$ cat src/rtl/alu_arbiter_pkg.sv
// Shared ALU definitions: aluSel opcodes, highest legal opcode and arbiter FSM states.
package alu_pkg;

  localparam logic [3:0] NOOP = 4'd0;
  localparam logic [3:0] MOV  = 4'd1;
  localparam logic [3:0] NOT  = 4'd2;
  localparam logic [3:0] ADD  = 4'd3;
  localparam logic [3:0] SUB  = 4'd4;
  localparam logic [3:0] OR   = 4'd5;
  localparam logic [3:0] AND  = 4'd6;
  localparam logic [3:0] SLT  = 4'd7;
  localparam logic [3:0] LI   = 4'd8;
  localparam logic [3:0] LUI  = 4'd9;
  localparam logic [3:0] BLT  = 4'd10;
  localparam logic [3:0] BLE  = 4'd11;
  localparam logic [3:0] XOR  = 4'd12;

  localparam logic [3:0] ALU_SEL_MAX = XOR;

  typedef enum logic [1:0] {
    ST_IDLE = 2'd0,
    ST_EXEC = 2'd1,
    ST_RESP = 2'd2
  } arb_state_e;

  function automatic logic sel_illegal(input logic [3:0] sel);
    return sel > ALU_SEL_MAX;
  endfunction

endpackage

$ cat src/rtl/alu_arbiter_rr_pick.sv
// Combinational round-robin pick: first asserted request at or after ptr, wrapping.
module rr_pick #(
  parameter int NREQ = 2
) (
  input  logic [NREQ-1:0] req,
  input  logic [1:0]      ptr,
  output logic [NREQ-1:0] onehot,
  output logic [1:0]      idx,
  output logic            any
);

  always_comb begin
    onehot = '0;
    idx    = '0;
    any    = 1'b0;
    for (int k = 0; k < NREQ; k++) begin
      for (int m = 0; m < NREQ; m++) begin
        if (!any && req[m] && (m == (int'(ptr) + k) % NREQ)) begin
          any       = 1'b1;
          idx       = 2'(m);
          onehot[m] = 1'b1;
        end
      end
    end
  end

endmodule

$ cat src/rtl/alu_arbiter.sv
// Round-robin sequencer sharing one ALU among NREQ requesters (IDLE -> EXEC -> RESP).
// Optional ALU_ARB_ILLEGAL_CHK_EN: opcodes above XOR are trapped and answered with rsp_err=1.
module alu_arbiter
  import alu_pkg::*;
#(
  parameter int NREQ = 2,
  parameter int W    = 32
) (
  input  logic              clk,
  input  logic              rst_n,
  input  logic [NREQ-1:0]   req_valid,
  output logic [NREQ-1:0]   req_ready,
  input  logic [4*NREQ-1:0] req_sel,
  input  logic [W*NREQ-1:0] req_a,
  input  logic [W*NREQ-1:0] req_b,
  output logic [3:0]        alu_sel,
  output logic [W-1:0]      alu_a,
  output logic [W-1:0]      alu_b,
  input  logic [W-1:0]      alu_result,
  input  logic              alu_zero,
  output logic              rsp_valid,
  input  logic              rsp_ready,
  output logic [1:0]        rsp_id,
  output logic [W-1:0]      rsp_result,
  output logic              rsp_zero,
  output logic              rsp_err
);

  arb_state_e      state_q;
  logic [1:0]      ptr_q, ptr_d;
  logic [1:0]      id_q;
  logic [3:0]      op_sel_q;
  logic [W-1:0]    op_a_q, op_b_q;
  logic [W-1:0]    rsp_result_q;
  logic            rsp_zero_q;

  logic [NREQ-1:0] pick_onehot;
  logic [1:0]      pick_idx;
  logic            pick_any;
  logic [3:0]      win_sel;
  logic [W-1:0]    win_a, win_b;

  rr_pick #(.NREQ(NREQ)) u_pick (
    .req    (req_valid),
    .ptr    (ptr_q),
    .onehot (pick_onehot),
    .idx    (pick_idx),
    .any    (pick_any)
  );

  always_comb begin
    win_sel = '0;
    win_a   = '0;
    win_b   = '0;
    for (int k = 0; k < NREQ; k++) begin
      if (pick_onehot[k]) begin
        win_sel = req_sel[4*k +: 4];
        win_a   = req_a[W*k +: W];
        win_b   = req_b[W*k +: W];
      end
    end
  end

  assign ptr_d     = (int'(pick_idx) == NREQ - 1) ? 2'd0 : pick_idx + 2'd1;
  assign req_ready = (state_q == ST_IDLE) ? pick_onehot : '0;

`ifdef ALU_ARB_ILLEGAL_CHK_EN
  logic illegal_q;
  logic rsp_err_q;
  assign rsp_err = rsp_err_q;
`else
  assign rsp_err = 1'b0;
`endif

  always_ff @(posedge clk or negedge rst_n) begin
    if (!rst_n) begin
      state_q      <= ST_IDLE;
      ptr_q        <= '0;
      id_q         <= '0;
      op_sel_q     <= '0;
      op_a_q       <= '0;
      op_b_q       <= '0;
      rsp_result_q <= '0;
      rsp_zero_q   <= 1'b0;
`ifdef ALU_ARB_ILLEGAL_CHK_EN
      illegal_q    <= 1'b0;
      rsp_err_q    <= 1'b0;
`endif
    end else begin
      case (state_q)
        ST_IDLE: begin
          if (pick_any) begin
            id_q    <= pick_idx;
            ptr_q   <= ptr_d;
            state_q <= ST_EXEC;
            // A trapped opcode leaves the ALU inputs untouched.
`ifdef ALU_ARB_ILLEGAL_CHK_EN
            illegal_q <= sel_illegal(win_sel);
            if (!sel_illegal(win_sel)) begin
`else
            begin
`endif
              op_sel_q <= win_sel;
              op_a_q   <= win_a;
              op_b_q   <= win_b;
            end
          end
        end
        ST_EXEC: begin
`ifdef ALU_ARB_ILLEGAL_CHK_EN
          rsp_result_q <= illegal_q ? '0 : alu_result;
          rsp_zero_q   <= illegal_q | alu_zero;
          rsp_err_q    <= illegal_q;
`else
          rsp_result_q <= alu_result;
          rsp_zero_q   <= alu_zero;
`endif
          state_q <= ST_RESP;
        end
        ST_RESP: begin
          if (rsp_ready) state_q <= ST_IDLE;
        end
        default: state_q <= ST_IDLE;
      endcase
    end
  end

  assign alu_sel    = op_sel_q;
  assign alu_a      = op_a_q;
  assign alu_b      = op_b_q;
  assign rsp_valid  = (state_q == ST_RESP);
  assign rsp_id     = id_q;
  assign rsp_result = rsp_result_q;
  assign rsp_zero   = rsp_zero_q;

endmodule
$ cat config.mk
export PLATFORM = sky130hd
export DESIGN_NAME = alu_arbiter
export DESIGN_NICKNAME = d
export VERILOG_FILES = /design/src/rtl/alu_arbiter_pkg.sv /design/src/rtl/alu_arbiter_rr_pick.sv /design/src/rtl/alu_arbiter.sv
export SDC_FILE = /design/constraint.sdc
export NUM_CORES = 1
export LEC_CHECK = 0
export ABC_CLOCK_PERIOD_IN_PS = 2000
export CORE_MARGIN = 2
export CORE_UTILIZATION = 30
export CTS_BUF_LIST = sky130_fd_sc_hd__clkbuf_4
export DETAILED_ROUTE_END_ITERATION = 7
export GPL_TIMING_DRIVEN = 1
export PLACE_DENSITY = 0.67
export SYNTH_ARGS = -nofsm -noshare
export SYNTH_HDL_FRONTEND = slang
export SYNTH_SLANG_ARGS = --single-unit
$ cat constraint.sdc
create_clock -name clk -period 2 [get_ports clk]
set_clock_uncertainty 0.05 [all_clocks]
set_input_delay 0.4 -clock clk [delete_from_list [all_inputs] [get_ports clk]]
set_output_delay 0.4 -clock clk [all_outputs]
set_load 0.05 [all_outputs]
-- Yosys cells after proc, flatten, opt, wreduce, memory -nomap -nowiden
Cells that the tools add are included.
- bits in writable memories: 0
- memory bits (read-only): 0
- memories kept: 0
- latch bits: 0
- flip-flop bits (word level): 106
- word-level logic and storage cells: 53
- add/subtract/negate cells: 2
- bitwise logic cells: 1
- reduce and logical (&&, ||, !) cells: 15
- $mul: 0
- equal/unequal tests: 6
- div/mod/pow operators: 0
- muxes and demuxes: 21
- shifts and indexed selects: 0
- $lt $le $gt $ge: 0
- operators by type and width (kind ; number):
    two-way mux 32 bit ; 4
    zero test 32 bit ; 2
    two-way mux 1 bit ; 11
    two-way mux 4 bit ; 2
    logical AND 1 bit ; 7
    two-way mux 2 bit ; 3
    case mux 2 bit (3 select lines) ; 1
    == test 2 bit, second input constant ; 2
    AND reduction 2 bit ; 2
    zero test 1 bit ; 3
    adder 1 bit, second input constant ; 2
    == test 2 x 1 -> 1 bit, second input constant ; 1
    == test 2 bit, first input constant ; 1
    zero test 2 bit ; 1
    != test 2 x 1 -> 1 bit, second input constant ; 1
    != test 2 bit, second input constant ; 1
    AND 1 bit, first input constant ; 1

-- Logic depth before layout (Yosys ltp)
- depth after elaboration: 17
- gate-level depth with buffers: 5

-- Hierarchy
Synthesis repeated with hierarchy kept, for this count alone.
- cell total of the unflattened synthesis: 410
- area, all modules: 4526.8 µm²
- modules (own cells, without submodules) (module ; instances ; area each (µm²) ; cells each):
    alu_arbiter ; 1 ; 4483.0 ; 403
    rr_pick ; 1 ; 43.8 ; 7

-- Least setup slack after synthesis
OpenSTA, ideal clock, no wires.
- kind: register to output
- from: reg state_q[1]
- to: out req_ready[0]
- data arrival time: 1.130 ns
- required time: 1.550 ns
- slack: 0.420 ns
- path buffers: 2
- stages on the path, launching flop included: 5
- cell sequence: dfrtp_1 > nor2_1 > and3_1 > clkbuf_1 > buf_2
- longest elaborated chain between the ends: 2
- ends and longest elaborated chain (element ; line ; text):
    start, declared ; alu_arbiter.sv:29 ; arb_state_e state_q;
    start signal, assigned ; alu_arbiter.sv:77 ; state_q <= ST_IDLE;
    start signal, assigned ; alu_arbiter.sv:95 ; state_q <= ST_EXEC;
    start signal, assigned ; alu_arbiter.sv:118 ; state_q <= ST_RESP;
    zero test 2 bit ; alu_arbiter.sv:65 ; assign req_ready = (state_q == ST_IDLE) ? pick_onehot : '0;
    two-way mux 2 bit ; alu_arbiter.sv:65 ;
    end, declared ; alu_arbiter.sv:12 ; output logic [NREQ-1:0] req_ready,
Every way passes these cells.

-- Worst setup path after layout
- from: reg state_q[0]
- to: out req_ready[1]
Same word-level chain as after synthesis.

==> results.cfg <==
[global_route]
grt_usage = 0.180
antenna_found_initial = 0
use_met1 = 0.213
grt_pass1_wl_mm = 22.9
grt_max_degree = 59
grt_overflow_total = 0
first_global_vias = 4251
grt.met2_usage = 0.308
gr-usage-met3 = 0.0683
grt-busiest-layer = met2

[timing]
whs_ns = 0.394
setup_violations = 0
maxSlewHeadroom = 0.633
max_freq_ghz = 0.529
fin_crit_ns = 1.89
finalMaxSlewViolations = 0
period_share = 0.946
setup_ws_ns = 0.108
finalHoldViolations = 0
tightestPinTransition_ns = 0.553
rsz0062_at_grt = yes
setup_tns_ns = 0

[routing]
ant_nets = 0
dr.pass1.iters = 5
wl_per_cell_um = 18.9
route.final.wire_length_mm = 14.8
viasPerCell = 5.14
drtIter0Drc = 208
num_vias = 4027
drcViolationCount = 0

[floorplanning]
fp.dieW_um = 127
start_util = 0.310
core_um2 = 14600
placementRows = 44
die_h_um = 127
die_area_um2 = 16100
io_pins = 281

[yosys]
synth.cell_area_um2 = 4540
synthXorXnorAreaFrac = 0
synthSimpleGateAreaFrac = 0.0146
synth_compound_area_frac = 0.266
synth_top_family_by_area = compound AO/OA/AOI/OAI gates
syn_avg_cell_area_um2 = 13.8
synthMuxAreaShare = 0.0818
syn_inst = 328
synth_seq_cells = 105
synthAdderAreaFrac = 0
ys_warn_count = 0
yosysSeqAreaShare = 0.579
synth.distinct_cells = 18

[critical_path]
worstReg2RegEnd = alu_b[18]$_DFFE_PN0P_
r2r_start = state_q[1]$_DFFE_PN0P_
crit_fanout = 4
reg2reg_depth = 4
cp_slowest_cell = dfrtp_1
crit_chain = nor2_2 > and3_4 > buf_12
regToRegSetupSlack_ns = 0.28
crit_path_end_kind = output port
arrival_ns = 1.44
cp.required_ns = 1.55
slowest_delay_ns = 0.43
criticalPathCategory = reg -> out
worstSetupStartpointType = flop

[hold_path]
min_path_type = in -> async

[run]
cap_violations = 0

[clock_network]
path_clk_slew_ns = 0.17
clkLatencyLatePin_ns = 0.46
cts_sinks = 105
htree_levels = 3
tritoncts = done
clock_path_buffers = 2
cts_buffers = 9
cts-root-buf = clkbuf_4

[placement]
place_ws_ns = 0.0299
dp_hpwl_mm = 10.8
port_buffers = 278
gp_congestion = 0.760
dp.cells = 767

[finish]
n_antenna_cell = 0
area_growth_pct = 66.3
fin_nets = 771
final_cell_mix = 172 x clkdlybuf4s50_1, 105 x dfrtp_1, 82 x dlygate4sd2_1, 68 x o21a_1, 68 x a221o_1
stdcell_count = 784
final_core_util = 0.516
drive_above_1_share = 0.152
final_common_cell = clkdlybuf4s50_1

[outcome]
status = complete, no violations

[power]
p_leak_nw = 3.31
p_per_area_nw_per_um2 = 1800
ir_worst_vdd_mv = 0.829
synth_stat cells:
cell,instances,area [um2]
dfrtp_1,105,2630
a221o_1,68,681
o21a_1,68,510
mux2_2,33,372
buf_2,24,120
buf_8,7,105
nand2b_1,4,25.0
clkbuf_1,3,11.3
nor2_1,3,11.3
o21ai_0,3,15.0
and3_1,2,12.5
buf_4,2,15.0
buf_6,1,11.3
conb_1,1,3.75
inv_1,1,3.75
nand2_1,1,3.75
or2_1,1,6.26
or2b_1,1,7.51
critical path: cells and delay by family (launching register included):
kind | cells | cell delay (ns)
buf+inv | 1 | 0.14
flops | 1 | 0.43
simple gates | 2 | 0.40
sequential cells by signal, indices dropped and copies added, names as in the netlist:
name	flops
state_q	2
rsp_result	32
ptr_q	1
alu_a	32
rsp_zero	1
rsp_id	1
alu_b	32
alu_sel	4
worst max path at each step:
stage | start | end | cells after the start
finish | state_q[0]$_DFFE_PN0P_ | req_ready[1] | 3
detailed placement | req_valid[1] | alu_b[5]$_DFFE_PN0P_ | 5
CTS | state_q[1]$_DFFE_PN0P_ | req_ready[1] | 3
floorplan | state_q[1]$_DFFE_PN0P_ | req_ready[0] | 4
global placement | req_valid[1] | alu_a[9]$_DFFE_PN0P_ | 5
global route | state_q[0]$_DFFE_PN0P_ | req_ready[1] | 3
per-layer routing:
metal,routed length [um],vias up,share of wire
li1,-,1815,-
met1,5840,1984,0.39
met2,7270,208,0.49
met3,1390,20,0.094
met4,333,0,0.022
met5,0,-,0
stage by stage:
stage	power (W)	cell area, um2
after floorplan	0.0101	4550
after global placement	0.0129	7470
after detailed placement	0.0130	7470
after CTS	0.0137	7530
after global routing	0.0143	7550
final	0.0136	7550
cells by family (layout without fill, tap and decap cells):
group / count (synthesis) / count (layout)
simple gates: 12 / 12
compound gates: 139 / 139
other cells: 1 / 2
buf+inv: 38 / 309
flops: 105 / 105
mux: 33 / 33
final cells by class:
class                           instances  area (um2)
Clock buffer                           11        82.6
Fill cell                            1327        7090
Sequential cell                       105        2630
Timing Repair Buffer                  294        2870
Tap cell                              184         230
Inverter                                1        3.75
Multi-Input combinational cell        186        1670
Clock inverter                          3        67.6
power breakdown:
| part | internal, W | switching (W) | leakage [nW] |
|---|---|---|---|
| combinational | 0.00303 | 0.00560 | 1.96 |
| sequential | 0.00317 | 0.000566 | 1.27 |
| clock | 0.000523 | 0.000696 | 0.0790 |
repair_timing:
action,4_1_cts,5_1_grt
endpoints found under the setup margin,84,2
hold buffers,1,0
setup buffers,0,2
gates resized for setup,84,1
pin swaps,0,3
hold endpoints to repair,105,0
Note: power is estimated with default switching activity, not from simulation.
==> variant, RTL diff (config.mk and constraints unchanged) <==
`NREQ` is set to 2 in 2 places; all go to 1.
--- a/src/rtl/alu_arbiter_rr_pick.sv
+++ b/src/rtl/alu_arbiter_rr_pick.sv
@@ -2,3 +2,3 @@
 module rr_pick #(
-  parameter int NREQ = 2
+  parameter int NREQ = 1
 ) (
--- a/src/rtl/alu_arbiter.sv
+++ b/src/rtl/alu_arbiter.sv
@@ -5,3 +5,3 @@
 #(
-  parameter int NREQ = 2,
+  parameter int NREQ = 1,
   parameter int W    = 32
Ports: changed (5 resized); port bits go from 281 to 211. No check against the original RTL was run, so the function may have changed too.
==> variant against the original RTL <==
- maximum frequency is 0.56% higher
- routed wire length is 37% lower
- setup slack better by 0.010 ns
- sequential share of layout area is 6.1 points higher
- synthesized area is 15% lower
- sequential cell count is 2 lower
- final area is 17% lower
Power is left out: the tool's default activity adds up to more than one toggle a clock period on the data nets, which glitch-free logic cannot reach.
==> variant: results (changes against the original RTL) <==
run status finished, final reports clean; initial drt markers 70 (-66%); layout cells sized above 1 32.2% (+17 points); nets@finish 557 (-28%); DR WL met3 745 um (-46%); Slew @ Worst Pin 0.527 ns (-0.0262 ns); Min Hold Slack 0.323 ns (-0.0706 ns); total track usage 13.5% (-4.6 points); Reg2Reg Depth 5 (+1); met2 WL 4790 um (-34%); Cell variety after synth 12 (-6); Syn Area/Cell 17.1 um2 (+23%); HPWL Detailed 7230 um (-33%); fill count 1151 (-13%); placed cells 607 (-21%); port bufs 207 (-26%); max frequency 532 MHz (+0.56%); dpl cell area 0.00619 mm2 (-17%); met1 track demand over resource 14.6% (-6.7 points); M2 GR Usage 23.3% (-7.5 points); Post-synth top cells dfrtp_1 (103), mux2_2 (92), buf_2 (9), mux2_1 (9), buf_4 (4); Worst setup endpoint rsp_valid; via count 2672 (-34%); final std cells w/o fill 629 (-20%); vias in the first global route 2863 (-33%); met3 Usage GRT 4.53% (-2.3 points); top cells by area, synth dfrtp_1 (67%), mux2_2 (27%), mux2_1 (2.6%); Pre-antenna DRT Iters 4 (-1); largest net degree at the start of global routing 57 (-3.4%); GPL Wtd Cong 0.706 (-7.1%); r2r startpoint state_q[0]$_DFFE_PN0P_; post-synthesis sequential area ratio 67.0% (+9.2 points); Worst-path clk slew 0.15 ns (-0.02 ns); drt total wl 9300 um (-37%)
variant: cell types whose count changed in the layout (fill, tap and decap cells not counted), sizes merged, moves of 3 or more:
cell / delta
clkdlybuf4s50: -69
a221o: -68
mux2: +68
o21a: -68
dlygate4sd2: +4
nor2: -3
variant: layout make-up:
type / instances / area (um2) / area share [%]
clock buffers: 12 / 90.1 / 1.43
clock inverters: 4 / 70.1 / 1.11
well taps: 172 / 215 / 3.42
flip-flops and latches: 103 / 2580 / 40.9
inverters: 1 / 3.75 / 0.0596
multi-input cells: 109 / 1190 / 18.9
repair buffers: 228 / 2150 / 34.1
variant: cells by family after synthesis:
family | after synthesis | share of synthesized area, %
buf+inv | 15 | 2.34
compound gates | 1 | 0.130
flops | 103 | 67.0
other cells | 1 | 0.0975
mux | 101 | 29.6
simple gates | 4 | 0.846
variant: what timing repair did:
item | CTS | global route
hold buffers | 1 | 0
gates resized for setup | 86 | 1
buffers inserted | 2 | 3
endpoints found under the hold margin | 26 | 0
endpoints found under the setup margin | 87 | 1
